<file path="src/rtl/pwm_duty.sv">
// pwm_duty: button-controlled PWM with period-aligned duty updates
module pwm_duty #(
    parameter int PERIOD     = 10,
    parameter int DUTY_RESET = 5,
    parameter int STEP       = 1
) (
    input  logic [7:0] io_in,
    output logic [7:0] io_out
);
    localparam int STEP_C = (STEP > PERIOD) ? PERIOD : STEP;
    localparam logic [3:0] LAST = 4'(PERIOD - 1);
    localparam logic [3:0] MAXD = 4'(PERIOD);
    localparam logic [3:0] RSTD = 4'(DUTY_RESET);
    localparam logic [3:0] STP  = 4'(STEP_C);
    logic clk, rst, inc_btn, dec_btn;
    logic unused_low;
    logic [3:0] cnt = '0;
    logic inc_s1 = 1'b0, inc_s2 = 1'b0, inc_prev = 1'b0;
    logic dec_s1 = 1'b0, dec_s2 = 1'b0, dec_prev = 1'b0;
    logic [3:0] duty_pend = RSTD;
    logic [3:0] duty_active = RSTD;
    logic inc_press, dec_press;
    logic [4:0] up_sum;
    logic [3:0] duty_up, duty_dn, pend_next;
    assign clk        = io_in[5];
    assign rst        = io_in[4];
    assign inc_btn    = io_in[6];
    assign dec_btn    = io_in[7];
    assign unused_low = ^io_in[3:0];
    assign inc_press  = inc_s2 & ~inc_prev;
    assign dec_press  = dec_s2 & ~dec_prev;
    assign up_sum     = {1'b0, duty_pend} + {1'b0, STP};
    assign duty_up    = (up_sum > {1'b0, MAXD}) ? MAXD : up_sum[3:0];
    assign duty_dn    = (duty_pend < STP) ? 4'd0 : duty_pend - STP;
    // Simultaneous presses cancel; otherwise step with saturation.
    always_comb begin
        pend_next = duty_pend;
        if (inc_press ^ dec_press)
            pend_next = inc_press ? duty_up : duty_dn;
    end
    // Two-stage synchronizers plus one history flop per button for edge detection.
    always_ff @(posedge clk) begin
        if (rst) begin
            {inc_s1, inc_s2, inc_prev} <= 3'b000;
            {dec_s1, dec_s2, dec_prev} <= 3'b000;
        end else begin
            {inc_s1, inc_s2, inc_prev} <= {inc_btn, inc_s1, inc_s2};
            {dec_s1, dec_s2, dec_prev} <= {dec_btn, dec_s1, dec_s2};
        end
    end
    // Free-running period counter, wrapping at the end of each period.
    always_ff @(posedge clk) begin
        if (rst)
            cnt <= '0;
        else
            cnt <= (cnt == LAST) ? 4'd0 : cnt + 4'd1;
    end
    // Pending duty follows presses; applied duty latches it only at the period boundary.
    always_ff @(posedge clk) begin
        if (rst) begin
            duty_pend   <= RSTD;
            duty_active <= RSTD;
        end else begin
            duty_pend <= pend_next;
            if (cnt == LAST)
                duty_active <= pend_next;
        end
    end
    assign io_out = {duty_active, duty_active == MAXD, cnt < duty_active,
                     duty_active == 4'd0, cnt == 4'd0};
endmodule

</file>
<file path="config.mk">
export PLATFORM = sky130hd
export DESIGN_NAME = pwm_duty
export DESIGN_NICKNAME = d
export VERILOG_FILES = /design/src/rtl/pwm_duty.sv
export SDC_FILE = /design/constraint.sdc
export NUM_CORES = 1
export LEC_CHECK = 0
export BUFFER_PORTS_ARGS = -buffer_cell sky130_fd_sc_hd__buf_2
export CAP_MARGIN = 20
export CORE_MARGIN = 3
export CORE_UTILIZATION = 30
export DETAILED_ROUTE_END_ITERATION = 16
export SYNTH_ARGS = -nofsm -noshare
export SYNTH_HDL_FRONTEND = slang
export SYNTH_SLANG_ARGS = --single-unit
</file>
<file path="constraint.sdc">
create_clock -name io_in -period 4.1 [get_ports io_in]
set_clock_uncertainty 0.05 [all_clocks]
set_input_delay 0.205 -clock io_in [delete_from_list [all_inputs] [get_ports io_in]]
set_output_delay 0.205 -clock io_in [all_outputs]
set_load 0.02 [all_outputs]
</file>
# == Word-level counts from Yosys, hierarchy flattened ==
# Index checks and enable logic that the tools add are counted.
# word_totals
rom_bits,0
in_bits,8
mem_count,0
ff_bits,18
ram_bits,0
latch_bits,0
# classes
n_lt_le_gt_ge,3
n_mux,4
n_addsub,3
multipliers,0
bitwise,5
n_shift,0
n_reduce_logical,3
div_mod_pow,0
n_eq_ne,2
# op_table
cell,n
4-bit 2-to-1 mux,4
"4-bit == test, second input constant",2
4-bit zero test,2
"4-bit by 1-bit adder with 5-bit output, second input constant",1
"5-bit by 4-bit > comparator with 1-bit output, second input constant",1
"4-bit by 1-bit adder with 4-bit output, second input constant",1
"4-bit by 1-bit less-than comparator with 1-bit output, second input constant",1
4-bit less-than comparator,1
"4-bit by 1-bit subtractor with 4-bit output, second input constant",1
1-bit AND,2
1-bit NOT,2
2-bit OR reduction,1
1-bit XOR,1

# == Logic depth before layout (Yosys ltp) ==
# depth
depth_word,5
depth_mapped,6
ltp_nobuf,6

# == Worst setup path after synthesis ==
# Ideal clock, no wire load.
# synth_path
kind,flip-flop to flip-flop
start,register duty_pend[0]
end,register duty_active[0]
setup_slack_ns,2.316
arrival_ns,1.650
required_time_ns,3.966
stages_incl_launch_ff,6
period_less_slack_ns,1.784
setup_time_ns,0.084
path_cell_list,dfxtp_1 -> ha_1 -> mux2_2 -> o22a_1 -> o311a_1 -> o31ai_2
# synth_via
elab_chain_len,5
word_cells_on_any_way,8
# synth_rtl
item,line,text
start: declaration,20,logic [3:0] duty_pend = RSTD;
start signal: assignment,64,duty_pend <= pend_next;
4-bit by 1-bit adder with 5-bit output,32,"assign up_sum = {1'b0, duty_pend} + {1'b0, STP};"
5-bit by 4-bit > comparator with 1-bit output,33,"assign duty_up = (up_sum > {1'b0, MAXD}) ? MAXD : up_sum[3:0];"
4-bit 2-to-1 mux,33,
4-bit 2-to-1 mux,39,pend_next = inc_press ? duty_up : duty_dn;
4-bit 2-to-1 mux *,38,if (inc_press ^ dec_press)
end signal: assignment,66,duty_active <= pend_next;
end: declaration,21,logic [3:0] duty_active = RSTD;
# Every way passes the cells marked *; elsewhere a longest branch is shown, timed or not.
# A chain may end at the register's enable or synchronous reset.

==> impl_metrics.tcl <==
set metrics [dict create \
    wl_per_cell_um 12.0 \
    post-place-ws_ns 1.52 \
    setup-tns-final_ns 0 \
    synthTopCellsByArea "dfxtp_1 (36%), ha_1 (11%), nor2b_1 (6.2%)" \
    ys_seq_area_frac 0.359 \
    synth_cell_types 37 \
    first_iter_violations 14 \
    worst-setup-path-type "clk -> reg" \
    cts_resized 0 \
    cp_slowest_cell "or3_1" \
    path_clk_slew_ns 0.10 \
    end_kind "register" \
    p_per_area_mw_per_mm2 467 \
    grt_first_pass_wirelength_mm 3.40 \
    vias 787 \
    reg2reg_from "duty_pend[0]" \
    rows 20 \
    maxSlewViolCount 0 \
    rr_endpoint "duty_active[0]" \
    syn_inst 108 \
    p_leak_nw 0.531 \
    irDropWorstVdd_mv 0.319 \
    hpwl_mm 1.39 \
    synth_compound_gate_area_share 0.175 \
    cp_data_required_time_ns 4.25 \
    fin_ws_ns 1.50 \
    die_w_um 63.8 \
    postSynthNetCount 125 \
    cts_hold_buf 0 \
    max_stage_delay_ns 0.35 \
    path_cells "clkbuf_4, clkbuf_4, or3_1, o41ai_1" \
    reg2reg_slack_ns 2.16 \
    place.gp.congestion 0.901 \
    synth_ff_type "dfxtp_1" \
    area_growth_pct 14.0 \
    maxCapViolCount 0 \
    synth_fa_ha_area_frac 0.112 \
    hold_viol_final 2 \
    holdPathStages 1 \
    slew_headroom 0.680 \
    die_h_um 63.8 \
    synth_edf_count 0 \
    synth_top_family_by_area "simple AND/OR/NAND/NOR gates" \
    nets 135 \
    crit_fanout 9 \
    initial_core_util 0.321 \
    drt-pass1-iter-count 4 \
    num_antenna_cells 0 \
    drc_errors 0 \
    synthMuxAreaShare 0.0112 \
    utilization 0.366 \
    io_pins 16 \
    path_common_cell "clkbuf_4" \
    synth_xor_area_frac 0.0262 \
    status "finished with violations" \
    holdWs_ns -0.212 \
    clock_latency_ns 0.29 \
    cts_setup_buffers 0 \
    core_mm2 0.00313 \
    overflow 0 \
    grt_max_degree 12 \
    fillCellCount 327 \
    synth.top_cell.area_share 0.359 \
    hold_class "clk -> reg" \
    hold_start "io_in[6]" \
    hold_end "inc_s1" \
    power_w 0.000535 \
    yosysTopAreaCell "dfxtp_1" \
    grt_util_all_layers 0.108 \
    cts_tree "built" \
    synthSimpleGateAreaFrac 0.252 \
    synth-async-reset-ratio 0 \
    tightest_slew_ns 0.479 \
    grt_setup_unrepaired "no" \
    drive_gt1_frac 0.161 \
    ant_nets 0 \
    io_buffer_count 8 \
    setup_viol 0 \
    violations "hold timing" \
    vias_per_cell 4.86 \
    synth_seq_cells 18 \
    yosysWarnings 0 \
    wl_mm 1.95 \
    start_kind "clock port" \
    mappedNetlistArea_mm2 0.00100 \
    crit_arrival_ns 2.75 \
    grt_pass1_vias 922 \
    reg2reg_depth 5 \
    antenna_found_initial 0 \
    syn_avg_cell_area_um2 9.29 \
    die-area_mm2 0.00407 \
]
[cells in the mapped netlist (3+ instances only)]
cell type / number
nor3b_1: 5
a21oi_1: 5
ha_1: 9
xnor2_1: 3
nor3_1: 4
nor2_1: 4
or3_1: 3
nor2b_1: 10
nand2b_1: 3
dfxtp_1: 18
clkbuf_1: 3
a211oi_1: 3
inv_1: 7
[worst max-delay path: cells and delay by family]
| family | cells | cell delay, ns |
|---|---|---|
| buf+inv | 2 | 0.29 |
| compound gates | 1 | 0.06 |
| simple gates | 1 | 0.35 |
[stage by stage]
| stage | hold WS, ns | cell area (um^2) | instances |
|---|---|---|---|
| finish | -0.212 | 1140 | 162 |
| global route | -0.209 | 1140 | 162 |
| CTS | -0.221 | 1140 | 162 |
| detailed placement | 0.0216 | 1060 | 154 |
| global placement | 0.0216 | 1060 | 154 |
| floorplan | 0.0782 | 1000 | 108 |
[area by class of cell]
class	instances	area, um^2	share of cell area
Clock buffer	8	83.8	0.0733
Inverter	7	26.3	0.0230
Multi-Input combinational cell	77	578	0.505
Sequential cell	18	360	0.315
Tap cell	44	55.1	0.0481
Timing Repair Buffer	8	40.0	0.0350
[how the worst max path moves through the flow]
stage          slack (ns)             end  startpoint  cells past startpoint
2_1_floorplan        1.31  duty_active[2]    io_in[4]                      4
3_3_place_gp         1.52  duty_active[1]    io_in[4]                      2
3_5_place_dp         1.52  duty_active[1]    io_in[4]                      2
4_1_cts              1.48  duty_active[1]    io_in[4]                      4
5_1_grt              1.48  duty_active[1]    io_in[4]                      4
6_report             1.50  duty_active[1]    io_in[4]                      4
[flip-flops by register name (all words and copies together), names as in the netlist]
signal,count
duty_pend,4
dec_s2,1
cnt,4
inc_prev,1
inc_s2,1
duty_active,4
inc_s1,1
dec_s1,1
dec_prev,1
[cell usage in the layout, fill, tap and decap left out, types with 2 or more instances in the layout]
cell and count:
dfxtp_1 18, nor2b_1 10, ha_1 9, buf_2 8, inv_1 7, clkbuf_4 6
nor3b_1 5, a21oi_1 5, nor2_1 4, nor3_1 4, nand2b_1 3, a211oi_1 3
xnor2_1 3, or3_1 3, nor4_1 2, a21o_1 2, nor4b_1 2, o21bai_1 2
o211ai_1 2, nand4_1 2
[report_power, final]
part	switching (W)	internal [W]
registers	0	0.000195
logic	0	0
clock network	0.000158	0.000181
[cells by family after synthesis]
kind of cell | Yosys count
multiplexers | 1
adder cells (fa/ha/maj) | 9
flip-flops | 18
AO/OA/AOI/OAI | 23
AND/OR/NAND/NOR | 41
buffers and inverters | 13
XOR/XNOR | 3
[per-layer routing]
metal / part of all wire / track usage / wire length (um)
met3: 0.038 / 0.0984 / 74
met4: 0.0062 / 0.0782 / 12
met5: 0 / 0 / 0
met2: 0.44 / 0.137 / 863
met1: 0.51 / 0.112 / 996
(Power assumes the default switching activity.)
